File: src/rtl/ysyx_bus_arbiter_if.sv
// ysyx_bus_arbiter_if: IFU/LSU requester and memory-port signals; master = arbiter view, slave = environment view
interface ysyx_bus_arbiter_if #(
  parameter int ADDR_W = 32,
  parameter int DATA_W = 32
);
  logic [ADDR_W-1:0] ifu_araddr;
  logic              ifu_arvalid;
  logic [DATA_W-1:0] ifu_rdata;
  logic              ifu_rvalid;
  logic              ifu_rerr;
  logic [ADDR_W-1:0] lsu_araddr;
  logic              lsu_arvalid;
  logic [7:0]        lsu_rstrb;
  logic [DATA_W-1:0] lsu_rdata;
  logic              lsu_rvalid;
  logic [ADDR_W-1:0] lsu_awaddr;
  logic              lsu_awvalid;
  logic [DATA_W-1:0] lsu_wdata;
  logic [7:0]        lsu_wstrb;
  logic              lsu_wvalid;
  logic              lsu_wready;
  logic              lsu_err;
  logic              mem_req_valid;
  logic              mem_req_ready;
  logic              mem_req_wen;
  logic [ADDR_W-1:0] mem_addr;
  logic [DATA_W-1:0] mem_wdata;
  logic [7:0]        mem_strb;
  logic              mem_rsp_valid;
  logic [DATA_W-1:0] mem_rsp_rdata;
  logic              mem_rsp_err;
  modport master (
    input  ifu_araddr, ifu_arvalid, lsu_araddr, lsu_arvalid, lsu_rstrb,
           lsu_awaddr, lsu_awvalid, lsu_wdata, lsu_wstrb, lsu_wvalid,
           mem_req_ready, mem_rsp_valid, mem_rsp_rdata, mem_rsp_err,
    output ifu_rdata, ifu_rvalid, ifu_rerr, lsu_rdata, lsu_rvalid, lsu_wready, lsu_err,
           mem_req_valid, mem_req_wen, mem_addr, mem_wdata, mem_strb
  );
  modport slave (
    output ifu_araddr, ifu_arvalid, lsu_araddr, lsu_arvalid, lsu_rstrb,
           lsu_awaddr, lsu_awvalid, lsu_wdata, lsu_wstrb, lsu_wvalid,
           mem_req_ready, mem_rsp_valid, mem_rsp_rdata, mem_rsp_err,
    input  ifu_rdata, ifu_rvalid, ifu_rerr, lsu_rdata, lsu_rvalid, lsu_wready, lsu_err,
           mem_req_valid, mem_req_wen, mem_addr, mem_wdata, mem_strb
  );
endinterface

File: src/rtl/ysyx_bus_arbiter.sv
// ysyx_bus_arbiter: round-robin IFU/LSU arbiter onto one memory port, one transaction outstanding (clk, rst async active-low, bus = ysyx_bus_arbiter_if.master; optional ARB_TIMEOUT_EN)
module ysyx_bus_arbiter #(
  parameter int ADDR_W = 32,
  parameter int DATA_W = 32,
  parameter int TIMEOUT_CYCLES = 255
) (
  input logic clk,
  input logic rst,
  ysyx_bus_arbiter_if.master bus
);
  localparam logic [1:0] IDLE = 2'd0, REQ = 2'd1, WAIT = 2'd2, DONE = 2'd3;
  localparam logic [1:0] OWN_IFU = 2'd0, OWN_LD = 2'd1, OWN_ST = 2'd2;
  logic [1:0] state_q, state_d, own_q, own_d;
  logic last_lsu_q, last_lsu_d, req_valid_q, req_valid_d, wen_q, wen_d;
  logic [ADDR_W-1:0] addr_q, addr_d;
  logic [DATA_W-1:0] wdata_q, wdata_d, rdata;
  logic [7:0] strb_q, strb_d;
  logic st_req, lsu_req, grant, grant_ifu, busy, rsp_live, to_fire, fire, err;
  assign st_req = bus.lsu_awvalid & bus.lsu_wvalid;
  assign lsu_req = st_req | bus.lsu_arvalid;
  assign grant = state_q == IDLE && (bus.ifu_arvalid || lsu_req);
  // last_lsu_q resets to 1 so the IFU wins the first tie
  assign grant_ifu = bus.ifu_arvalid & (!lsu_req | last_lsu_q);
  assign busy = state_q == REQ || state_q == WAIT;
  // a response only counts once the request has been accepted (same cycle allowed)
  assign rsp_live = bus.mem_rsp_valid && (state_q == WAIT || (state_q == REQ && bus.mem_req_ready));
`ifdef ARB_TIMEOUT_EN
  logic [15:0] cnt_q, cnt_d;
  assign to_fire = busy && !rsp_live && cnt_q == 16'(TIMEOUT_CYCLES);
  assign cnt_d = grant ? '0 : busy ? cnt_q + 16'd1 : cnt_q;
  always_ff @(posedge clk or negedge rst)
    if (!rst) cnt_q <= '0;
    else cnt_q <= cnt_d;
`else
  assign to_fire = 1'b0;
`endif
  assign fire = rsp_live | to_fire;
  assign err = to_fire | bus.mem_rsp_err;
  assign rdata = to_fire ? '0 : bus.mem_rsp_rdata;
  always_comb begin
    state_d = state_q;
    own_d = own_q;
    last_lsu_d = last_lsu_q;
    req_valid_d = req_valid_q;
    wen_d = wen_q;
    addr_d = addr_q;
    wdata_d = wdata_q;
    strb_d = strb_q;
    if (grant) begin
      state_d = REQ;
      req_valid_d = 1'b1;
      last_lsu_d = !grant_ifu;
      own_d = grant_ifu ? OWN_IFU : st_req ? OWN_ST : OWN_LD;
      wen_d = !grant_ifu && st_req;
      addr_d = grant_ifu ? bus.ifu_araddr : st_req ? bus.lsu_awaddr : bus.lsu_araddr;
      wdata_d = (!grant_ifu && st_req) ? bus.lsu_wdata : '0;
      strb_d = grant_ifu ? 8'h0F : st_req ? bus.lsu_wstrb : bus.lsu_rstrb;
    end else if (fire) begin
      state_d = DONE;
      req_valid_d = 1'b0;
    end else if (state_q == REQ && bus.mem_req_ready) begin
      state_d = WAIT;
      req_valid_d = 1'b0;
    end else if (state_q == DONE) begin
      state_d = IDLE;
    end
  end
  always_ff @(posedge clk or negedge rst)
    if (!rst) begin
      state_q <= IDLE;
      own_q <= OWN_IFU;
      last_lsu_q <= 1'b1;
      req_valid_q <= 1'b0;
      wen_q <= 1'b0;
      addr_q <= '0;
      wdata_q <= '0;
      strb_q <= '0;
    end else begin
      state_q <= state_d;
      own_q <= own_d;
      last_lsu_q <= last_lsu_d;
      req_valid_q <= req_valid_d;
      wen_q <= wen_d;
      addr_q <= addr_d;
      wdata_q <= wdata_d;
      strb_q <= strb_d;
    end
  assign bus.mem_req_valid = req_valid_q;
  assign bus.mem_req_wen = wen_q;
  assign bus.mem_addr = addr_q;
  assign bus.mem_wdata = wdata_q;
  assign bus.mem_strb = strb_q;
  assign bus.ifu_rvalid = fire && own_q == OWN_IFU;
  assign bus.lsu_rvalid = fire && own_q == OWN_LD;
  assign bus.lsu_wready = fire && own_q == OWN_ST;
  assign bus.ifu_rerr = bus.ifu_rvalid & err;
  assign bus.lsu_err = fire && own_q != OWN_IFU && err;
  assign bus.ifu_rdata = bus.ifu_rvalid ? rdata : '0;
  assign bus.lsu_rdata = bus.lsu_rvalid ? rdata : '0;
endmodule

File: src/flat_wrapper.sv
// flat-port wrapper written by rule: the top's interface ports become plain ports
module ysyx_bus_arbiter_flat 
#(
  parameter int ADDR_W = 32,
  parameter int DATA_W = 32,
  parameter int TIMEOUT_CYCLES = 255
)
  (clk, rst, bus_ifu_araddr, bus_ifu_arvalid, bus_lsu_araddr, bus_lsu_arvalid, bus_lsu_rstrb, bus_lsu_awaddr, bus_lsu_awvalid, bus_lsu_wdata, bus_lsu_wstrb, bus_lsu_wvalid, bus_mem_req_ready, bus_mem_rsp_valid, bus_mem_rsp_rdata, bus_mem_rsp_err, bus_ifu_rdata, bus_ifu_rvalid, bus_ifu_rerr, bus_lsu_rdata, bus_lsu_rvalid, bus_lsu_wready, bus_lsu_err, bus_mem_req_valid, bus_mem_req_wen, bus_mem_addr, bus_mem_wdata, bus_mem_strb);
  ysyx_bus_arbiter_if #(.ADDR_W(ADDR_W), .DATA_W(DATA_W)) bus_i ();
  input logic clk;
  input logic rst;
  input wire logic [$bits(bus_i.ifu_araddr)-1:0] bus_ifu_araddr;
  input wire logic [$bits(bus_i.ifu_arvalid)-1:0] bus_ifu_arvalid;
  input wire logic [$bits(bus_i.lsu_araddr)-1:0] bus_lsu_araddr;
  input wire logic [$bits(bus_i.lsu_arvalid)-1:0] bus_lsu_arvalid;
  input wire logic [$bits(bus_i.lsu_rstrb)-1:0] bus_lsu_rstrb;
  input wire logic [$bits(bus_i.lsu_awaddr)-1:0] bus_lsu_awaddr;
  input wire logic [$bits(bus_i.lsu_awvalid)-1:0] bus_lsu_awvalid;
  input wire logic [$bits(bus_i.lsu_wdata)-1:0] bus_lsu_wdata;
  input wire logic [$bits(bus_i.lsu_wstrb)-1:0] bus_lsu_wstrb;
  input wire logic [$bits(bus_i.lsu_wvalid)-1:0] bus_lsu_wvalid;
  input wire logic [$bits(bus_i.mem_req_ready)-1:0] bus_mem_req_ready;
  input wire logic [$bits(bus_i.mem_rsp_valid)-1:0] bus_mem_rsp_valid;
  input wire logic [$bits(bus_i.mem_rsp_rdata)-1:0] bus_mem_rsp_rdata;
  input wire logic [$bits(bus_i.mem_rsp_err)-1:0] bus_mem_rsp_err;
  output wire logic [$bits(bus_i.ifu_rdata)-1:0] bus_ifu_rdata;
  output wire logic [$bits(bus_i.ifu_rvalid)-1:0] bus_ifu_rvalid;
  output wire logic [$bits(bus_i.ifu_rerr)-1:0] bus_ifu_rerr;
  output wire logic [$bits(bus_i.lsu_rdata)-1:0] bus_lsu_rdata;
  output wire logic [$bits(bus_i.lsu_rvalid)-1:0] bus_lsu_rvalid;
  output wire logic [$bits(bus_i.lsu_wready)-1:0] bus_lsu_wready;
  output wire logic [$bits(bus_i.lsu_err)-1:0] bus_lsu_err;
  output wire logic [$bits(bus_i.mem_req_valid)-1:0] bus_mem_req_valid;
  output wire logic [$bits(bus_i.mem_req_wen)-1:0] bus_mem_req_wen;
  output wire logic [$bits(bus_i.mem_addr)-1:0] bus_mem_addr;
  output wire logic [$bits(bus_i.mem_wdata)-1:0] bus_mem_wdata;
  output wire logic [$bits(bus_i.mem_strb)-1:0] bus_mem_strb;
  assign bus_i.ifu_araddr = bus_ifu_araddr;
  assign bus_i.ifu_arvalid = bus_ifu_arvalid;
  assign bus_i.lsu_araddr = bus_lsu_araddr;
  assign bus_i.lsu_arvalid = bus_lsu_arvalid;
  assign bus_i.lsu_rstrb = bus_lsu_rstrb;
  assign bus_i.lsu_awaddr = bus_lsu_awaddr;
  assign bus_i.lsu_awvalid = bus_lsu_awvalid;
  assign bus_i.lsu_wdata = bus_lsu_wdata;
  assign bus_i.lsu_wstrb = bus_lsu_wstrb;
  assign bus_i.lsu_wvalid = bus_lsu_wvalid;
  assign bus_i.mem_req_ready = bus_mem_req_ready;
  assign bus_i.mem_rsp_valid = bus_mem_rsp_valid;
  assign bus_i.mem_rsp_rdata = bus_mem_rsp_rdata;
  assign bus_i.mem_rsp_err = bus_mem_rsp_err;
  assign bus_ifu_rdata = bus_i.ifu_rdata;
  assign bus_ifu_rvalid = bus_i.ifu_rvalid;
  assign bus_ifu_rerr = bus_i.ifu_rerr;
  assign bus_lsu_rdata = bus_i.lsu_rdata;
  assign bus_lsu_rvalid = bus_i.lsu_rvalid;
  assign bus_lsu_wready = bus_i.lsu_wready;
  assign bus_lsu_err = bus_i.lsu_err;
  assign bus_mem_req_valid = bus_i.mem_req_valid;
  assign bus_mem_req_wen = bus_i.mem_req_wen;
  assign bus_mem_addr = bus_i.mem_addr;
  assign bus_mem_wdata = bus_i.mem_wdata;
  assign bus_mem_strb = bus_i.mem_strb;
  ysyx_bus_arbiter #(.ADDR_W(ADDR_W), .DATA_W(DATA_W), .TIMEOUT_CYCLES(TIMEOUT_CYCLES)) u_core (.clk(clk), .rst(rst), .bus(bus_i));
endmodule
File: config.mk
export PLATFORM = sky130hd
export DESIGN_NAME = ysyx_bus_arbiter_flat
export DESIGN_NICKNAME = d
export VERILOG_FILES = /design/src/rtl/ysyx_bus_arbiter_if.sv /design/src/rtl/ysyx_bus_arbiter.sv /design/src/flat_wrapper.sv
export SDC_FILE = /design/constraint.sdc
export NUM_CORES = 1
export LEC_CHECK = 0
export BUFFER_PORTS_ARGS = -buffer_cell sky130_fd_sc_hd__buf_2
export CAP_MARGIN = 30
export CORE_AREA = 2 2 127 129
export CTS_BUF_LIST = sky130_fd_sc_hd__clkbuf_16
export DETAILED_ROUTE_END_ITERATION = 8
export DIE_AREA = 0 0 129 131
export PLACE_DENSITY = 0.57
export SETUP_SLACK_MARGIN = 0.02
export SKIP_CTS_REPAIR_TIMING = 1
export SLEW_MARGIN = 20
export SYNTH_ARGS = -nofsm -noshare
export SYNTH_HDL_FRONTEND = slang
export SYNTH_SLANG_ARGS = --single-unit
File: constraint.sdc
create_clock -name clk -period 2 [get_ports clk]
set_clock_uncertainty 0.1 [all_clocks]
set_input_delay 0.1 -clock clk [delete_from_list [all_inputs] [get_ports clk]]
set_output_delay 0.1 -clock clk [all_outputs]
set_load 0.1 [all_outputs]
==> impl_metrics.csv, run 1 <==
group,metric,value,unit
synth,synth_top_family_by_area,"simple AND/OR/NAND/NOR gates",
routing,drtIter0Drc,145,
finish,area_growth,98.32,%
worst_setup_path,crit_chain,"nand3b_4 -> a21bo_4 -> nor3b_4 -> clkbuf_16 -> buf_4 -> and2_4 -> buf_12",
placed_design,port_buffers,327,
sta,setup_violations,67,
synth,synth_fa_ha_area_frac,0,
synth,synthFlopType,"dfrtp_1",
worst_setup_path,rrSetupSlack,310,ps
sta,tightest_slew,508.2,ps
worst_setup_path,required,1800,ps
synth,synthCells,450,
grt,grt_pass1_vias,4100,
clock_tree,clock_path_buffers,2,
clock_tree,worstSkewPairLatency,320,ps
synth,netlist_area,4254,µm²
synth,synthSimpleGateAreaFrac,0.2594,
worst_setup_path,slowest_stage,"dfrtp_2",
synth,synth_compound_area_frac,0.06353,
pwr,vdd_drop_max,1.044,mV
routing,wl_per_cell,14.99,µm
worst_setup_path,cp-start-kind,"register",
sta,hold_violations,19,
floorplan,die_area,16900,µm²
routing,drc,0,
worst_setup_path,path_max_fanout,4,
placed_design,gp_congestion,0.8289,
worst_setup_path,critPathMaxStageDelay,430,ps
floorplan,start_util,0.2727,
clock_tree,cts_buffers,9,
clock_tree,cts_tree,"built",
worst_setup_path,path_delay_family,"simple AND/OR/NAND/NOR gates",
synth,syn_nets,635,
clock_tree,root_buffer,"clkbuf_16",
clock_tree,htreeDepth,3,
synth,synth_edf_count,0,
sta,fin_hold_ws,-34.16,ps
placed_design,place_ws,106.7,ps
synth,synth_top_cell_area_share,0.4529,
sta,finalMaxSlewViolations,0,
synth,async_reset_ff_frac,1.000,
floorplan,die_h,131,µm
grt,track_usage,0.1683,
routing,num_vias,4594,
synth,seq_area_frac_synth,0.4591,
synth,avgSynthCellArea,9.454,µm²
min_path,holdCritPathClass,"primary input to register",
sta,final.setup.tns,-15620,ps
worst_setup_path,crit_path_end_kind,"output pin",
clock_tree,cts.sinks,78,
routing,first_pass_iters,4,
synth,synth-seq-cells,78,
pwr,powerDensity,1703,nW/µm²
synth,yosysWarningCount,0,
synth,ys_types,28,
sta,fin_ws,-264.8,ps
job,maxCapViolCount,0,
finish,instances_no_fill,1055,
sta,relSlewSlack,0.6635,
routing,vias_per_cell,4.355,
routing,drt-total-wl,15.82,mm
worst_setup_path,path_class,"register to output pin",
run_status,outcome,"complete, but fails checks",
floorplan,dieWidth,129,µm
worst_setup_path,critPathBufInv,3,
synth,synth_top_cells_by_count,"109 x nand2_1, 77 x dfrtp_1, 53 x and2_1",
grt,grt_first_pass_wirelength,21.96,mm
floorplan,io_pins,328,
synth,synth-xor-area-share,0,
floorplan,rows,46,
sta,max_freq,0.4415,GHz
pwr,p_leak,4.420,nW
worst_setup_path,worstPathArrival,2060,ps
synth,synth_top_area_cell,"dfrtp_1",
finish,drive_gt1_frac,0.5728,
finish,final_nets,1020,
placed_design,place_inst,978,
clock_tree,path_clk_slew,50,ps
placed_design,dp_hpwl,11.96,mm
floorplan,core-area,15600,µm²
synth,synth_area_leaders,"dfrtp_1 45%, nand2_1 9.6%, mux2i_1 9.4%, mux2_2 8.5%, and2_1 7.8%",
run_status,violations,"hold timing, setup timing",
grt,grt_overflow,0,
sta,finalWorstPathRequiredPeriod,2265,ps
sta,rsz0062_at_grt,"true",
synth,synth_mux_area_frac,0.1788,
sta,period_share,1.132,
routing,ant_nets,0,
grt,antenna_found_initial,1,
synth,synth_most_common_cell,"nand2_1",
grt,grt_max_degree,55,
==> layout by cell type (no fill, tap or decap), types with 17 or more instances in the layout <==
| cell | instances |
|---|---|
| buf_2 | 257 |
| nand2_1 | 108 |
| buf_12 | 76 |
| dfrtp_1 | 75 |
| dlygate4sd3_1 | 50 |
| and2_4 | 43 |
| mux2i_1 | 40 |
| o21ai_0 | 36 |
| nand3_1 | 33 |
| mux2_2 | 32 |
| and2_2 | 21 |
| buf_4 | 17 |
==> stage by stage <==
stage | power (mW) | hold WS [ps] | utilization | area (µm²)
detailed placement | 12.26 | -24.10 | 0.4763 | 7430
global route | 14.97 | 1.381 | 0.5408 | 8434
CTS | 14.24 | -378.1 | 0.4987 | 7779
floorplan | 9.926 | -295.6 | - | 4414
global placement | 12.19 | -27.66 | 0.4763 | 7430
finish | 14.36 | -34.16 | 0.5409 | 8437
==> sequential cells by signal, summed over array words and instances (netlist names) <==
name	cells
u_core.own_q	2
u_core.bus.mem_wdata	32
u_core.bus.mem_strb	8
u_core.state_q	2
u_core.last_lsu_q	1
u_core.bus.mem_req_valid	1
u_core.bus.mem_addr	32
==> layout make-up <==
class | instances | area [µm²]
fill | 1434 | 7161
sequential | 78 | 1956
tap | 216 | 270.3
clock buffer | 9 | 225.2
inverter | 1 | 3.754
clock inverter | 5 | 123.9
antenna | 1 | 2.502
multi-input combinational | 340 | 2332
timing repair buffer | 405 | 3523
==> metal layers <==
metal / share of wire / up-vias / global-route usage
li1: - / 2266 / -
met1: 0.39 / 2110 / 0.1953
met2: 0.53 / 196 / 0.3097
met3: 0.067 / 20 / 0.04357
met4: 0.014 / 2 / 0.04284
met5: 0.0010 / - / 0
==> path summary, 6_finish.rpt <==
kind | from | to | cells past startpoint
worst min-delay path | bus_lsu_wstrb[7] | u_core.bus.mem_strb[7] | 3
max in group asynchronous | rst | u_core.last_lsu_q | 3
worst max-delay path | u_core.state_q[1] | bus_lsu_rdata[29] | 7
worst max register to register | u_core.state_q[1] | u_core.bus.mem_strb[5] | 6
worst min register to register | u_core.bus.mem_wdata[2] | u_core.bus.mem_wdata[2] | 2
min in group asynchronous | rst | u_core.bus.mem_wdata[30] | 2
==> cell families (layout without fill, tap and decap cells) <==
| group | Yosys count | after routing |
|---|---|---|
| muxes | 72 | 72 |
| DFF | 78 | 78 |
| AOI/OAI and AO/OA | 48 | 48 |
| other | 0 | 1 |
| buffers and inverters | 32 | 420 |
| and+or+nand+nor | 220 | 220 |
==> worst register-to-register path: cells and delay by family (launching register included) <==
kind	cells	cell delay (ps)
flops	1	430
buf+inv	3	540
compound gates	2	380
simple gates	1	150
==> power breakdown <==
part           internal [mW]  leakage [nW]  total (mW)  switching, mW
Sequential              2.25         0.991        2.63          0.377
Combinational           2.23          3.26        9.79           7.56
Clock                   1.33         0.169        1.94          0.616
No activity file was read; power rests on OpenSTA's default activity.
==> run 2, diff against run 1 <==
==> constraint.sdc (replaced) <==
create_clock -name clk -period 2 [get_ports clk]
set_clock_uncertainty 0.1 [all_clocks]
set_input_delay 0.4 -clock clk [delete_from_list [all_inputs] [get_ports clk]]
set_output_delay 0.4 -clock clk [all_outputs]
set_load 0.1 [all_outputs]
==> run 2 against run 1 <==
Effect of this change:
- the run ends with setup timing left
- sequential power barely moved
- total power fell by 1.3%
- clock-buffer cell count did not move
- die area did not move
- wire length fell by 6.4%
- flip-flop and latch count did not move
- register-to-register slack got worse by 20 ps
- sequential share of layout area rose by 1.4 points
- critical endpoint is now bus_lsu_rdata[14]
==> impl_metrics.csv, run 2 (synthesis gave the netlist of run 1 again) <==
group,metric,value,unit
run_status,outcome,"complete, but fails checks",
run_status,violations,"setup timing",
finish,fill_cells,1446,
grt,grt_max_degree,35,
placed_design,gp_congestion,0.8084,
sta,fin_hold_ws,179.2,ps
routing,drt-total-wl,14.81,mm
grt,grt_overflow,0,
finish,area_growth,87.32,%
clock_tree,cts_tree,"built",
floorplan,core-area,15600,µm²
clock_tree,worstSkewPairLatency,330,ps
worst_setup_path,path_max_fanout,33,
floorplan,io_pins,328,
clock_tree,root_buffer,"clkbuf_16",
routing,vias_per_cell,4.322,
finish,layout_common_cells,"257 x buf_2, 108 x nand2_1, 80 x buf_12",
finish,instances_no_fill,1006,
worst_setup_path,worstPathArrival,1920,ps
pwr,powerDensity,1779,nW/µm²
routing,drc,0,
floorplan,rows,46,
sta,final.setup.tns,-27630,ps
grt,track_usage,0.1673,
job,maxCapViolCount,0,
sta,period_share,1.211,
placed_design,dp_hpwl,11.85,mm
worst_setup_path,crit_path_end_kind,"output pin",
finish,antennaDiodeCount,0,
floorplan,die_area,16900,µm²
finish,final_nets,970,
sta,fin_ws,-421.9,ps
worst_setup_path,path_class,"register to output pin",
clock_tree,htreeDepth,3,
placed_design,port_buffers,327,
sta,finalMaxSlewViolations,0,
routing,drtIter0Drc,91,
finish,layout_commonest_cell,"buf_2",
worst_setup_path,required,1500,ps
floorplan,start_util,0.2727,
clock_tree,cts.sinks,78,
sta,hold_violations,0,
pwr,vdd_drop_max,0.9443,mV
clock_tree,path_clk_slew,70,ps
placed_design,place_ws,-126.4,ps
sta,setup_violations,69,
routing,wl_per_cell,14.73,µm
finish,seq_area,1958,µm²
min_path,holdCritPathClass,"primary input to register",
clock_tree,clock_path_buffers,2,
placed_design,place_inst,982,
placed_design,placed_area,7523,µm²
pwr,power,14.18,mW
grt,antenna_found_initial,1,
finish,final_util,0.5109,
routing,num_vias,4348,
grt,grt_pass1_vias,4252,
grt,grt_first_pass_wirelength,21.94,mm
finish,drive_gt1_frac,0.6076,
sta,max_freq,0.4129,GHz
floorplan,die_h,131,µm
routing,ant_nets,0,
clock_tree,cts_buffers,9,
sta,relSlewSlack,0.6452,
floorplan,dieWidth,129,µm
sta,rsz0062_at_grt,"true",
pwr,p_leak,4.224,nW
sta,finalWorstPathRequiredPeriod,2422,ps
routing,first_pass_iters,4,
finish,multi_input_area,2351,µm²
worst_setup_path,cp-start-kind,"register",
sta,tightest_slew,535.8,ps
finish,fin_area,7969,µm²
## run 2: report_power, final
group	switching, mW	internal, mW	leakage [nW]
sequential	0.366	2.26	0.990
combinational	7.56	2.25	3.08
clock	0.652	1.09	0.155
total	8.58	5.60	4.22
## run 2: metal layers
layer	track usage	share of wire	vias up
met5	0	0.00088	-
met4	0.05946	0.015	2
met3	0.04194	0.075	16
met2	0.2957	0.52	182
met1	0.1980	0.39	1976
li1	-	-	2172
## run 2: layout make-up
class / instances / share of cell area
timing repair buffer: 355 / 0.3855
multi-input combinational: 340 / 0.2950
sequential: 78 / 0.2457
tap: 216 / 0.03391
clock buffer: 9 / 0.02826
clock inverter: 7 / 0.01115
inverter: 1 / 0.0004710
## run 2: final timing paths
path / from / endpoint / slack [ps] / cells after the start
max: u_core.state_q[1] / bus_lsu_rdata[14] / -420 / 6
max in group asynchronous: rst / u_core.last_lsu_q / 890 / 3
min in group asynchronous: rst / u_core.bus.mem_wdata[30] / 390 / 2
min reg2reg: u_core.bus.mem_wdata[27] / u_core.bus.mem_wdata[27] / 360 / 2
max reg2reg: u_core.state_q[1] / u_core.bus.mem_addr[5] / 290 / 5
min: bus_lsu_wdata[9] / u_core.bus.mem_wdata[9] / 180 / 3
## run 2: worst max-delay path, stage by stage, from the launching register on
cell and delay (ps):
dfrtp_2 410, nand3b_4 160, a21bo_4 250, nor3b_4 210
buf_12 210, and2_4 170, buf_12 160
